$ cat config.mk
export PLATFORM = sky130hd
export DESIGN_NAME = req_ack_monitor
export DESIGN_NICKNAME = d
export VERILOG_FILES = /design/src/rtl/req_ack_monitor.sv
export SDC_FILE = /design/constraint.sdc
export NUM_CORES = 1
export LEC_CHECK = 0
export ABC_CLOCK_PERIOD_IN_PS = 3100
export CAP_MARGIN = 30
export CORE_ASPECT_RATIO = 1.2
export CORE_MARGIN = 2
export CORE_UTILIZATION = 37
export DETAILED_ROUTE_END_ITERATION = 8
export GPL_TIMING_DRIVEN = 0
export PLACE_DENSITY_LB_ADDON = 0.12
export SETUP_SLACK_MARGIN = 0.15
export SYNTH_ARGS = -nofsm -noshare
export SYNTH_HDL_FRONTEND = slang
export SYNTH_SLANG_ARGS = --single-unit
$ cat constraint.sdc
create_clock -name clk -period 3.1 [get_ports clk]
set_input_delay 0.775 -clock clk [delete_from_list [all_inputs] [get_ports clk]]
set_output_delay 0.775 -clock clk [all_outputs]
set_load 0.05 [all_outputs]
$ cat src/rtl/req_ack_monitor.sv
// Passive per-channel req/ack protocol checker; errors and completions reported one cycle after detection.
// No backpressure: observes only. Define REQ_ACK_MON_DATA_CHECK_EN to compare the data bus at ack against the value captured at req.
module req_ack_monitor #(
   parameter int CHANNELS    = 4,
   parameter int DATA_WIDTH  = 32,
   parameter int MAX_LATENCY = 16,
   parameter int CNT_WIDTH   = 8
) (
   input  logic                           clk,
   input  logic                           reset_l,
   input  logic [CHANNELS-1:0]            req,
   input  logic [CHANNELS-1:0]            ack,
   input  logic [CHANNELS*DATA_WIDTH-1:0] data,
   output logic [CHANNELS-1:0]            outstanding,
   output logic                           err_valid,
   output logic [4:0]                     err_chan,
   output logic [2:0]                     err_code,
   output logic [CHANNELS-1:0]            err_sticky,
   output logic [CNT_WIDTH-1:0]           err_count,
   output logic                           done_valid,
   output logic [4:0]                     done_chan,
   output logic [CNT_WIDTH-1:0]           done_latency
);

   typedef enum logic {IDLE = 1'b0, WAIT_ACK = 1'b1} state_t;

   localparam logic [2:0] CODE_SPURIOUS = 3'd1;
   localparam logic [2:0] CODE_OVERLAP  = 3'd2;
   localparam logic [2:0] CODE_TIMEOUT  = 3'd3;
   localparam logic [2:0] CODE_MISMATCH = 3'd4;
   localparam logic [CNT_WIDTH-1:0] MAX_LAT = CNT_WIDTH'(MAX_LATENCY);
   localparam logic [CNT_WIDTH-1:0] ONE     = CNT_WIDTH'(1);

   state_t               state_q [CHANNELS];
   state_t               state_d [CHANNELS];
   logic [CNT_WIDTH-1:0] timer_q [CHANNELS];
   logic [CNT_WIDTH-1:0] timer_d [CHANNELS];
   logic [2:0]           code    [CHANNELS];
   logic [CHANNELS-1:0]  err_ev;
   logic [CHANNELS-1:0]  done_ev;
   logic [CHANNELS-1:0]  mismatch;

`ifdef REQ_ACK_MON_DATA_CHECK_EN
   logic [DATA_WIDTH-1:0] cap_q [CHANNELS];

   // Every accepted req (fresh, back-to-back or overlapping) recaptures the bus.
   always_ff @(posedge clk or negedge reset_l) begin
      if (!reset_l) begin
         for (int n = 0; n < CHANNELS; n++) cap_q[n] <= '0;
      end else begin
         for (int n = 0; n < CHANNELS; n++)
            if (req[n]) cap_q[n] <= data[n*DATA_WIDTH +: DATA_WIDTH];
      end
   end

   always_comb begin
      mismatch = '0;
      for (int n = 0; n < CHANNELS; n++)
         mismatch[n] = (data[n*DATA_WIDTH +: DATA_WIDTH] != cap_q[n]);
   end
`else
   logic unused_data;
   assign unused_data = ^data;
   assign mismatch    = '0;
`endif

   always_ff @(posedge clk or negedge reset_l) begin
      if (!reset_l) begin
         for (int n = 0; n < CHANNELS; n++) begin
            state_q[n] <= IDLE;
            timer_q[n] <= '0;
         end
      end else begin
         for (int n = 0; n < CHANNELS; n++) begin
            state_q[n] <= state_d[n];
            timer_q[n] <= timer_d[n];
         end
      end
   end

   always_comb begin
      err_ev  = '0;
      done_ev = '0;
      for (int n = 0; n < CHANNELS; n++) begin
         state_d[n] = state_q[n];
         timer_d[n] = timer_q[n];
         code[n]    = 3'd0;
         case (state_q[n])
            IDLE: begin
               // Same-cycle ack is an error, but the req is still taken.
               if (ack[n]) begin
                  err_ev[n] = 1'b1;
                  code[n]   = CODE_SPURIOUS;
               end
               if (req[n]) begin
                  state_d[n] = WAIT_ACK;
                  timer_d[n] = ONE;
               end
            end
            WAIT_ACK: begin
               if (ack[n]) begin
                  done_ev[n] = 1'b1;
                  if (mismatch[n]) begin
                     err_ev[n] = 1'b1;
                     code[n]   = CODE_MISMATCH;
                  end
                  if (req[n]) begin
                     timer_d[n] = ONE;
                  end else begin
                     state_d[n] = IDLE;
                     timer_d[n] = '0;
                  end
               end else if (req[n]) begin
                  err_ev[n]  = 1'b1;
                  code[n]    = CODE_OVERLAP;
                  timer_d[n] = ONE;
               end else if (timer_q[n] == MAX_LAT) begin
                  err_ev[n]  = 1'b1;
                  code[n]    = CODE_TIMEOUT;
                  state_d[n] = IDLE;
                  timer_d[n] = '0;
               end else begin
                  timer_d[n] = timer_q[n] + ONE;
               end
            end
            default: state_d[n] = IDLE;
         endcase
      end
   end

   always_comb begin
      outstanding = '0;
      for (int n = 0; n < CHANNELS; n++) outstanding[n] = (state_q[n] == WAIT_ACK);
   end

   logic [4:0]           sel_err_chan;
   logic [2:0]           sel_err_code;
   logic [4:0]           sel_done_chan;
   logic [CNT_WIDTH-1:0] sel_done_lat;
   logic [5:0]           err_pop;
   logic [CNT_WIDTH+5:0] cnt_sum;
   logic [CNT_WIDTH-1:0] cnt_next;

   // Walk downward so the lowest-index active channel wins.
   always_comb begin
      sel_err_chan  = '0;
      sel_err_code  = '0;
      sel_done_chan = '0;
      sel_done_lat  = '0;
      err_pop       = '0;
      for (int n = CHANNELS - 1; n >= 0; n--) begin
         if (err_ev[n]) begin
            sel_err_chan = 5'(n);
            sel_err_code = code[n];
         end
         if (done_ev[n]) begin
            sel_done_chan = 5'(n);
            sel_done_lat  = timer_q[n];
         end
         err_pop = err_pop + 6'(err_ev[n]);
      end
      cnt_sum  = {6'b0, err_count} + {{CNT_WIDTH{1'b0}}, err_pop};
      cnt_next = (cnt_sum > {6'b0, {CNT_WIDTH{1'b1}}}) ? {CNT_WIDTH{1'b1}} : cnt_sum[CNT_WIDTH-1:0];
   end

   always_ff @(posedge clk or negedge reset_l) begin
      if (!reset_l) begin
         err_valid    <= 1'b0;
         err_chan     <= '0;
         err_code     <= '0;
         err_sticky   <= '0;
         err_count    <= '0;
         done_valid   <= 1'b0;
         done_chan    <= '0;
         done_latency <= '0;
      end else begin
         err_valid  <= |err_ev;
         err_sticky <= err_sticky | err_ev;
         err_count  <= cnt_next;
         done_valid <= |done_ev;
         if (|err_ev) begin
            err_chan <= sel_err_chan;
            err_code <= sel_err_code;
         end
         if (|done_ev) begin
            done_chan    <= sel_done_chan;
            done_latency <= sel_done_lat;
         end
      end
   end

endmodule

==> Word level (Yosys, flattened, before mapping) <==
Index checks and enable logic that the tools add are counted.
{ "totals": {"register_bits": 71, "out_inout_bits": 39, "word_cells": 145} }
{ "classes": {"n_lt_le_gt_ge": 1, "n_addsub": 8, "n_bitwise": 5, "reduce_logical": 2, "n_mux": 105, "eq_ne": 8} }
{ "ops": {"columns": ["operator", "count"], "rows": [
  ["$mux W8", 21],
  ["$pmux W8 S2", 4],
  ["$mux W1", 44],
  ["$mux W2", 19],
  ["$add A8 B1 Y8 const B", 4],
  ["$eq A8 B5 Y1 const B", 4],
  ["$pmux W3 S2", 4],
  ["$pmux W1 S2", 8],
  ["$mux W3", 4],
  ["$add A8 B4 Y9", 1],
  ["$gt A9 B8 Y1 const B", 1],
  ["$ne A2 B2 Y1 const B", 4],
  ["$reduce_or A4 Y1", 2],
  ["$mux W5", 1],
  ["$add A3 B1 Y4", 1],
  ["$not A1 Y1", 4],
  ["$or A4 B4 Y4", 1],
  ["$add A2 B1 Y3", 1],
  ["$add A1 B1 Y2", 1]
]} }

==> Depth between registers and ports, before layout <==
Gate-level depths: netlist (run 1).
{ "depth": {"depth_word": 11, "mapped_depth": 12, "mapped_depth_nobuf": 12} }

==> Worst setup path after synthesis (run 1) <==
Ideal clock, no wire load.
{ "synth_path": {"kind": "reg2reg", "from": "reg state_q, in the netlist outstanding[2]", "to": "reg err_count[3]", "arrival_ns": 3.006, "path_stages_with_launch": 11, "path_slack_ns": -0.041, "cell_sequence": "dfrtp_1 buf_2 or2b_2 o21ba_4 fa_1 fa_1 inv_1 fa_1 and2_1 nand3_1 o21ai_0"} }
{ "synth_via": {"elab_chain_len": 8} }
{ "synth_lines": {"columns": ["element", "line", "rtl"], "rows": [
  ["from (decl)", "34", "state_t state_q [CHANNELS];"],
  ["from (signal, indexed assignment)", "75", "state_q[n] <= state_d[n];"],
  ["$not A1 Y1", null, null],
  ["$pmux W1 S2 *", "88", "case (state_q[n])"],
  ["$add A1 B1 Y2 *", "160", "err_pop = err_pop + 6'(err_ev[n]);"],
  ["$add A2 B1 Y3 *", "160", null],
  ["$add A3 B1 Y4 *", "160", null],
  ["$add A8 B4 Y9 *", "162", "cnt_sum = {6'b0, err_count} + {{CNT_WIDTH{1'b0}}, err_pop};"],
  ["$gt A9 B8 Y1", "163", "cnt_next = (cnt_sum > {6'b0, {CNT_WIDTH{1'b1}}}) ? {CNT_WIDTH{1'b1}} : cnt_sum[CNT_WIDTH-1:0];"],
  ["$mux W8 *", "163", null],
  ["via cnt_next[3]", "142", "logic [CNT_WIDTH-1:0] cnt_next;"],
  ["to (signal assigned)", "179", "err_count <= cnt_next;"],
  ["to (decl)", "19", "output logic [CNT_WIDTH-1:0] err_count,"]
]} }
Mark *: on every way through the listed nets, which the timed path passes. The rest lies on a longest branch.
A chain may end at the register's enable or synchronous reset.

==> Worst setup path in the final report (run 1) <==
{ "layout_path": {"from": "in ack[2]", "to": "reg err_count[6]"} }
{ "layout_via": {"elab_chain_len": 8, "elab_cells_between_ends": 9, "classes_between": "add/sub: 4; order compare: 1; mux: 4"} }
{ "layout_lines": {"columns": ["element", "line", "rtl"], "rows": [
  ["from (decl)", "12", "input logic [CHANNELS-1:0] ack,"],
  ["$mux W1 (on tied branches)", "101, 91", null],
  ["$pmux W1 S2 *", "88", null],
  ["$add A1 B1 Y2 *", "160", null],
  ["$add A2 B1 Y3 *", "160", null],
  ["$add A3 B1 Y4 *", "160", null],
  ["$add A8 B4 Y9 *", "162", null],
  ["$gt A9 B8 Y1", "163", null],
  ["$mux W8 *", "163", null],
  ["via cnt_next[6]", "142", null]
]} }
Marked as above.

==> results of run 1 <==
power groups by stage:
| stage | registers (mW) | logic, mW | clock network [mW] |
|---|---|---|---|
| 2_1_floorplan | 1.33 | 0.333 | 0 |
| 3_3_place_gp | 1.05 | 0.904 | 0 |
| 3_5_place_dp | 1.05 | 0.906 | 0 |
| 4_1_cts | 1.04 | 0.942 | 0.897 |
| 5_1_grt | 1.06 | 1.10 | 0.945 |
| 6_report | 1.04 | 1.02 | 0.873 |
sequential cells by signal, summed over array words and instances (netlist names):
| name | count |
|---|---|
| timer_q | 32 |
| done_latency | 8 |
| err_count | 8 |
| err_sticky | 4 |
| outstanding | 4 |
| done_chan | 2 |
| err_chan | 2 |
| err_code | 2 |
| done_valid | 1 |
| err_valid | 1 |
through the flow:
stage | power, mW | std cells | cell area [µm²] | setup WS [ps] | setup TNS, ps
2_1_floorplan | 1.67 | 367 | 3570 | 162 | 0
3_3_place_gp | 1.95 | 529 | 4120 | -1240 | -67190
3_5_place_dp | 1.96 | 529 | 4110 | -509 | -3730
4_1_cts | 2.88 | 548 | 4430 | 163 | 0
5_1_grt | 3.11 | 559 | 4560 | 94.9 | 0
6_report | 2.94 | 559 | 4560 | 227 | 0
final timing paths:
check	start	to	slack [ps]	cells past startpoint
setup / recovery	ack[2]	err_count[6]	230	10
hold / removal	err_sticky[0]	err_sticky[0]	460	1
setup reg to reg	timer_q[9]	err_count[6]	230	12
hold reg to reg	err_sticky[0]	err_sticky[0]	460	1
max in group asynchronous	reset_l	outstanding[2]	1970	1
min in group asynchronous	reset_l	done_latency[5]	540	1
worst reg2reg max path, cell delays in order (launching register included):
cell and delay, ps:
dfrtp_1 380, inv_2 90, ha_4 130, nor4b_4 260, a31oi_4 140, o21ba_4 230
fa_1 470, fa_2 400, inv_2 70, fa_2 230, and2_4 170, nor2b_1 120
a21oi_1 70
layout by cell type (no fill, tap or decap), types with 3 or more instances in the layout:
| master | synthesis | routed |
|---|---|---|
| a221oi_1 | 7 | 7 |
| a21oi_1 | 11 | 11 |
| buf_2 | 6 | 6 |
| or2_2 | 5 | 5 |
| and3_1 | 7 | 7 |
| xor2_1 | 12 | 12 |
| conb_1 | 1 | 7 |
| nand2_2 | 1 | 4 |
| o22ai_1 | 7 | 7 |
| clkdlybuf4s50_1 | 0 | 35 |
| o21ai_0 | 22 | 21 |
| a31oi_1 | 4 | 3 |
| nand3_1 | 16 | 15 |
| o21a_1 | 4 | 4 |
| inv_1 | 17 | 12 |
| nor4b_4 | 2 | 3 |
| nor3_1 | 3 | 3 |
| dfrtp_2 | 0 | 5 |
| o21ai_1 | 5 | 5 |
| dfrtp_1 | 64 | 59 |
| ha_1 | 9 | 8 |
| nor2b_1 | 4 | 4 |
| inv_2 | 1 | 6 |
| buf_4 | 7 | 26 |
| clkbuf_16 | 0 | 9 |
| nand2_1 | 35 | 32 |
| nand2b_1 | 10 | 10 |
| xnor2_1 | 8 | 7 |
| nor2_1 | 39 | 39 |
layer usage:
layer,wire length (µm),global-route usage [%]
met1,3830,23.6
met2,3990,25.9
met3,369,4.21
met4,154,6.08
met5,0,0
repair_timing:
| item | in CTS | in global routing |
|---|---|---|
| gates resized for setup | 8 | 20 |
| pin swaps | 3 | 16 |
| gates cloned | 0 | 0 |
| setup buffers | 7 | 11 |
| hold buffers | 0 | 0 |
| endpoints found under the setup margin | 8 | 8 |
cells by family (layout without fill, tap and decap cells):
family / after synthesis / in the layout
xor+xnor: 20 / 20
other cells: 1 / 7
flops: 64 / 64
buf+inv: 32 / 101
fa+ha+maj: 12 / 12
simple gates: 144 / 144
compound gates: 88 / 88
final cells by class:
| cell class | count | area [µm²] | share of cell area [%] |
|---|---|---|---|
| clock inverter | 2 | 10.0 | 0.219 |
| inverter | 18 | 67.6 | 1.48 |
| tap | 123 | 154 | 3.37 |
| multi-input combinational | 271 | 1870 | 41.0 |
| sequential | 64 | 1610 | 35.2 |
| clock buffer | 10 | 239 | 5.24 |
| buffer | 14 | 96.3 | 2.11 |
| timing repair buffer | 57 | 517 | 11.3 |
==> flow_summary.json, run 1 <==
{
  "drc": 0,
  "portBuffers": 39,
  "vdd_ir_drop_max_uv": 752,
  "routed_wirelength_um": 8340,
  "drive_above_1_share_pct": 22.2,
  "pwr-share-clk_pct": 29.7,
  "crit_type": "in -> reg",
  "tritoncts": "done",
  "power_switching_mw": 1.06,
  "leakagePower_nw": 1.97,
  "cp-end-kind": "register",
  "async_reset_ff_share_pct": 100,
  "status": "finished clean",
  "final.min_clock_period_ps": 2870,
  "avgSynthCellArea_um2": 9.80,
  "seq_power_share_pct": 35.6,
  "clk_latency_ps": 330,
  "yosys_most_used_dff": "dfrtp_1",
  "ys_top_cells_by_area": "dfrtp_1, nor2_1, nand2_1, ha_1, o21ai_0",
  "num_vias": 2823,
  "cp_slowest_cell": "fa_1",
  "synth-edff-count": 0,
  "critical_path_required_ps": 3300,
  "utilization_pct": 48.5,
  "drtIter0Drc": 112,
  "swShare_pct": 36.0,
  "synth.distinct_cells": 70,
  "fin_crit_sh_pct": 92.7,
  "yosys.area_share.xor_xnor_pct": 4.95,
  "yosys-top-cells-count": "dfrtp_1, nor2_1, nand2_1",
  "cts_htree_levels": 3,
  "wl_per_cell_um": 14.9,
  "fill_cells": 905,
  "power.share.combinational_pct": 34.7,
  "die-area_um2": 10400,
  "yosys.area.top_type": "dfrtp_1",
  "synth_top_family_by_area": "simple AND/OR/NAND/NOR gates",
  "powerDensity_nw_per_um2": 644,
  "finalClockSkew_ps": 7.51,
  "cts-root-buf": "clkbuf_16",
  "slew_viol_final": 0,
  "finalSetupViolations": 0,
  "place.gp.congestion": 0.803,
  "worstMarginPinSlew_ps": 816,
  "viasPerCell": 5.05,
  "clkTransAtPathRegs_ps": 50,
  "overflow": 0,
  "ys_seq_elements": 64,
  "nNetsFinal": 585,
  "rows": 39,
  "crit_top_cell": "fa_2",
  "yosysWarnings": 0,
  "fin_hold_ws_ps": 461,
  "synth_top_area_share_pct": 45.3,
  "grt_max_degree": 65,
  "rsz0062_at_grt": "yes",
  "cts_made_buffers": 9,
  "ant_nets": 0,
  "crit_path_max_incr_delay_ps": 470,
  "synth_seq_area_share_pct": 45.3,
  "crit_buf_inv": 2,
  "synth.most_common_cell": "dfrtp_1",
  "fmax_mhz": 348,
  "io_pins": 177,
  "syn_area_um2": 3540,
  "synthCells": 361,
  "cp_max_fo": 5,
  "hold_class": "reg -> reg",
  "start_util_pct": 37.6,
  "syn2layout_area_growth_pct": 29.0,
  "grt_first_pass_wirelength_um": 13800,
  "synth_compound_area_share_pct": 17.8,
  "internal_power_mw": 1.88,
  "finalHoldViolCount": 0,
  "drtPass1Iterations": 4,
  "n_antenna_cell": 0,
  "slew_headroom_pct": 45.6,
  "die_height_um": 111,
  "crit_chain": "clkdlybuf4s15_1 -> or2b_4 -> o21ba_4 -> fa_1 -> fa_2 -> inv_2 -> fa_2 -> and2_4 -> nor2b_1 -> a21oi_1",
  "die_w_um": 93.3,
  "synthMuxAreaShare_pct": 0,
  "yosys.area_share.adder_pct": 4.88,
  "grt_antenna_before_repair": 0,
  "place_hpwl_um": 5890,
  "grt_pass1_vias": 2738,
  "max_cap_viol_count": 0,
  "clkSinkCount": 64,
  "grt_usage_pct": 17.1,
  "startpoint_type": "input port",
  "clockBufferDepth": 2,
  "critPathTopFamily": "adder cells",
  "worstPathArrival_ps": 3080,
  "core-area_um2": 9420,
  "yosys.area_share.simple_pct": 22.4
}
Power figures use the tool's default switching activity.
==> run 2, diff against run 1 <==
==> constraint.sdc (replaced) <==
create_clock -name clk -period 3.1 [get_ports clk]
set_input_delay 0.31 -clock clk [delete_from_list [all_inputs] [get_ports clk]]
set_output_delay 0.31 -clock clk [all_outputs]
set_load 0.05 [all_outputs]
==> flow_summary.json, run 2 (synthesis gave the netlist of run 1 again) <==
{
  "setup_ws_ps": 186,
  "critical_path_required_ps": 3310,
  "worstPathArrival_ps": 3120,
  "max_cap_viol_count": 0,
  "drive_above_1_share_pct": 18.2,
  "final.min_clock_period_ps": 2910,
  "die_height_um": 111,
  "top_regs": "timer_q x32, done_latency x8, err_count x8",
  "clk_latency_ps": 330,
  "wl_per_cell_um": 15.3,
  "drtPass1Iterations": 4,
  "final_cell_mix": "dfrtp_1, nor2_1, clkdlybuf4s50_1",
  "syn2layout_area_growth_pct": 27.8,
  "vdd_ir_drop_max_uv": 588,
  "cp-end-kind": "register",
  "crit_top_cell": "fa_2",
  "clkTransAtPathRegs_ps": 50,
  "tritoncts": "done",
  "dp_slack_ps": -216,
  "cts_htree_levels": 3,
  "worstRegToRegCells": 12,
  "r2r_end": "err_count[3]",
  "viasPerCell": 5.08,
  "cp_slowest_cell": "fa_1",
  "cts_made_buffers": 9,
  "regArea_um2": 1600,
  "clkSinkCount": 64,
  "place_hpwl_um": 6080,
  "slew_headroom_pct": 46.6,
  "final_common_cell": "dfrtp_1",
  "num_vias": 2822,
  "ant_nets": 0,
  "finalClockSkew_ps": 5.28,
  "startpoint_type": "register",
  "core-area_um2": 9420,
  "postCtsHoldBufs": 0,
  "timing.rr.start": "timer_q[8]",
  "start_util_pct": 37.6,
  "cts-root-buf": "clkbuf_16",
  "grt_antenna_before_repair": 0,
  "leakagePower_nw": 1.96,
  "crit_type": "reg -> reg",
  "status": "finished clean",
  "finalSetupViolations": 0,
  "grt_pass1_vias": 2671,
  "rsz0062_at_grt": "yes",
  "hold_class": "in -> async",
  "multiInputGateArea_um2": 1830,
  "fill_cells": 913,
  "drc": 0,
  "overflow": 0,
  "powerDensity_nw_per_um2": 663,
  "grt_usage_pct": 17.2,
  "dp_cells": 529,
  "worstMarginPinSlew_ps": 802,
  "portBuffers": 39,
  "routed_wirelength_um": 8500,
  "grt_max_degree": 65,
  "crit_path_max_incr_delay_ps": 500,
  "slew_viol_final": 0,
  "n_antenna_cell": 0,
  "regMostFlops": "timer_q",
  "die_w_um": 93.3,
  "critPathTopFamily": "adder cells",
  "grt_first_pass_wirelength_um": 13800,
  "cp_max_fo": 6,
  "r2r_slack_ps": 190,
  "fin_crit_sh_pct": 94.0,
  "largest_register_ffs": 32,
  "clockBufferDepth": 2,
  "die-area_um2": 10400,
  "fmax_mhz": 343,
  "nNetsFinal": 578,
  "final_cells": 556,
  "drtIter0Drc": 148,
  "place.gp.congestion": 0.794,
  "finalHoldViolCount": 0,
  "crit_chain": "inv_1 -> ha_1 -> nor4b_4 -> a31oi_4 -> o21ba_4 -> fa_1 -> fa_2 -> inv_2 -> fa_2 -> and2_4 -> nand3_2 -> o21ai_0",
  "rows": 39,
  "crit_buf_inv": 2,
  "io_pins": 177
}
run 2: cell types whose count changed in the layout (fill, tap and decap cells not counted), moves of 2 or more:
| cell | before | now |
|---|---|---|
| nand2_2 | 4 | 1 |
| dfrtp_1 | 59 | 62 |
| buf_4 | 26 | 19 |
| clkdlybuf4s50_1 | 35 | 38 |
| dfrtp_2 | 5 | 2 |
| clkbuf_1 | 0 | 2 |
| inv_1 | 12 | 15 |
| nand2_1 | 32 | 35 |
| inv_2 | 6 | 3 |
run 2: per-layer routing:
| layer | GRT usage, % | up-vias | wire [µm] |
|---|---|---|---|
| met2 | 26.5 | 61 | 4160 |
| met1 | 23.4 | 1361 | 3900 |
| met5 | 0 | - | 0 |
| met3 | 4.28 | 9 | 342 |
| li1 | - | 1391 | - |
| met4 | 5.78 | 0 | 99 |
run 2: layout make-up:
class	instances	area share (%)
timing repair buffer	50	10.4
tap	123	3.40
inverter	18	1.49
clock inverter	4	0.996
buffer	14	2.27
multi-input combinational	271	40.5
sequential	64	35.5
clock buffer	12	5.45
run 2: worst max path at each step:
stage | startpoint | to | slack, ps | depth (start not counted)
floorplan | outstanding[2] | err_count[3] | 160 | 10
global placement | reset_l | outstanding[2] | -790 | 1
detailed placement | ack[2] | err_count[3] | -220 | 10
CTS | timer_q[8] | err_count[3] | 140 | 12
global route | timer_q[8] | err_count[6] | 60 | 12
finish | timer_q[8] | err_count[3] | 190 | 12
run 2: repair_timing:
action	CTS	global route
pin swaps	2	8
buffers inserted	4	7
setup endpoints to repair	8	8
resized for setup	5	5
run 2: where the power goes:
part           internal, mW  switching (mW)  leakage [nW]  total (mW)
clock network         0.640           0.359         0.146       0.999
registers             0.935           0.103         0.795        1.04
logic                 0.359           0.602          1.02       0.960
total                  1.93            1.06          1.96        3.00
run 2: per-stage QoR:
stage	power [mW]	setup TNS, ps	utilization, %	hold WS (ps)	area, µm²
global route	3.15	0	48.0	167	4520
CTS	3.00	0	47.3	116	4450
global placement	1.95	-35930	43.7	455	4110
finish	3.00	0	48.0	80.6	4520
floorplan	1.66	0	-	14.4	3570
detailed placement	1.96	-1130	43.6	456	4110
==> run 3, diff against run 2 <==
CORE_MARGIN = not set   (was 2)
CTS_CLUSTER_DIAMETER = 80   (was not set)
==> flow_summary.json, run 3 (synthesis gave the netlist of run 1 again) <==
{
  "clkSinkCount": 64,
  "place.gp.congestion": 0.766,
  "status": "finished clean",
  "crit_path_max_incr_delay_ps": 470,
  "tritoncts": "done",
  "final_cell_mix": "dfrtp_1, nor2_1, clkdlybuf4s50_1",
  "start_util_pct": 38.5,
  "fin_crit_sh_pct": 93.9,
  "syn2layout_area_growth_pct": 28.7,
  "power.share.combinational_pct": 35.3,
  "power_switching_mw": 1.06,
  "cp_slowest_cell": "fa_1",
  "startpoint": "timer_q[9]",
  "cts_htree_levels": 3,
  "leakagePower_nw": 1.95,
  "cp-end-kind": "register",
  "p_total_mw": 2.86,
  "final_common_cell": "dfrtp_1",
  "seq_power_share_pct": 36.6,
  "clkTransAtPathRegs_ps": 70,
  "overflow": 0,
  "rsz0062_at_grt": "yes",
  "crit_chain": "inv_2 -> ha_4 -> nor4b_4 -> a31oi_4 -> o21ba_4 -> fa_1 -> fa_2 -> inv_2 -> fa_2 -> and2_4 -> nor2b_4 -> a21oi_2",
  "worstMarginPinSlew_ps": 808,
  "startpoint_type": "register",
  "pwr-share-clk_pct": 28.1,
  "regMostFlops": "timer_q",
  "routed_wirelength_um": 8260,
  "nNetsFinal": 584,
  "clk_latency_ps": 340,
  "grt_usage_pct": 17.8,
  "drtIter0Drc": 78,
  "worstRegToRegCells": 12,
  "final_cell_area_um2": 4550,
  "vdd_ir_drop_max_uv": 799,
  "timing.rr.start": "timer_q[9]",
  "wl_met1_um": 3800,
  "place_hpwl_um": 5890,
  "n_antenna_cell": 0,
  "drtPass1Iterations": 4,
  "grt_first_pass_wirelength_um": 13600,
  "hold_class": "in -> async",
  "fill_cells": 887,
  "grt_antenna_before_repair": 0,
  "finalHoldViolCount": 0,
  "drive_above_1_share_pct": 22.4,
  "die_w_um": 91.3,
  "swShare_pct": 37.1,
  "r2r_slack_ps": 190,
  "utilization_pct": 49.6,
  "met2_length_um": 4100,
  "highest_layer": "met4",
  "cts_made_buffers": 9,
  "num_vias": 2850,
  "final.min_clock_period_ps": 2910,
  "die_height_um": 109,
  "largest_register_ffs": 32,
  "slew_headroom_pct": 46.1,
  "slew_viol_final": 0,
  "max_cap_viol_count": 0,
  "rows": 38,
  "critical_path_required_ps": 3330,
  "ant_nets": 0,
  "powerDensity_nw_per_um2": 628,
  "met3_wirelength_um": 251,
  "top_regs": "timer_q x32, done_latency x8, err_count x8",
  "critPathTopFamily": "adder cells",
  "cts-root-buf": "clkbuf_8",
  "io_pins": 177,
  "portBuffers": 39,
  "cp.depth": 12,
  "fmax_mhz": 343,
  "finalClockSkew_ps": 8.49,
  "worstPathArrival_ps": 3140,
  "die-area_um2": 9960,
  "finalSetupViolations": 0,
  "clockBufferDepth": 2,
  "drc": 0,
  "internal_power_mw": 1.80,
  "dpl_cell_area_um2": 4110,
  "cp_max_fo": 4,
  "wl_per_cell_um": 14.8,
  "core-area_um2": 9180,
  "viasPerCell": 5.11,
  "grt_max_degree": 65,
  "crit_buf_inv": 2,
  "crit_type": "reg -> reg",
  "grt_pass1_vias": 2688,
  "r2r_end": "err_count[6]"
}
## run 3: timing repair
action	4_1_cts	5_1_grt
setup endpoints to repair	8	8
resized for setup	7	19
hold buffers	0	0
buffers inserted	6	11
pin swaps	3	11
## run 3: cell type report
class	count	area [µm²]	area share, %
Multi-Input combinational cell	271	1890	41.4
Sequential cell	64	1610	35.3
Timing Repair Buffer	56	519	11.4
Tap cell	120	150	3.30
Clock buffer	10	138	3.02
Buffer	14	103	2.25
Clock inverter	5	81.3	1.79
Inverter	18	67.6	1.48
## run 3: worst max path at each step
stage,end,slack [ps]
5_1_grt,err_count[1],70
4_1_cts,err_count[6],150
2_1_floorplan,err_count[3],160
3_3_place_gp,outstanding[2],-830
3_5_place_dp,err_count[3],-230
6_report,err_count[6],190
## run 3: layer usage
metal	vias to the layer above	GRT usage (%)
li1	1392	-
met1	1396	23.3
met2	54	29.2
met3	8	4.11
met4	0	6.35
met5	-	0
## run 3: per-stage QoR
step	cells	hold slack [ps]	setup TNS (ps)	setup WS (ps)
2_1_floorplan	367	14.4	0	162
3_3_place_gp	526	454	-37840	-830
3_5_place_dp	526	452	-1190	-232
4_1_cts	547	93.4	0	152
5_1_grt	558	125	0	66.9
6_report	558	61.6	0	188
## run 3: power groups by stage
| stage | logic, mW | registers (mW) | clock network (mW) |
|---|---|---|---|
| 3_3_place_gp | 0.895 | 1.05 | 0 |
| 4_1_cts | 0.936 | 1.04 | 0.829 |
| 3_5_place_dp | 0.901 | 1.05 | 0 |
| 2_1_floorplan | 0.327 | 1.33 | 0 |
| 5_1_grt | 1.09 | 1.06 | 0.872 |
| 6_report | 1.01 | 1.05 | 0.803 |
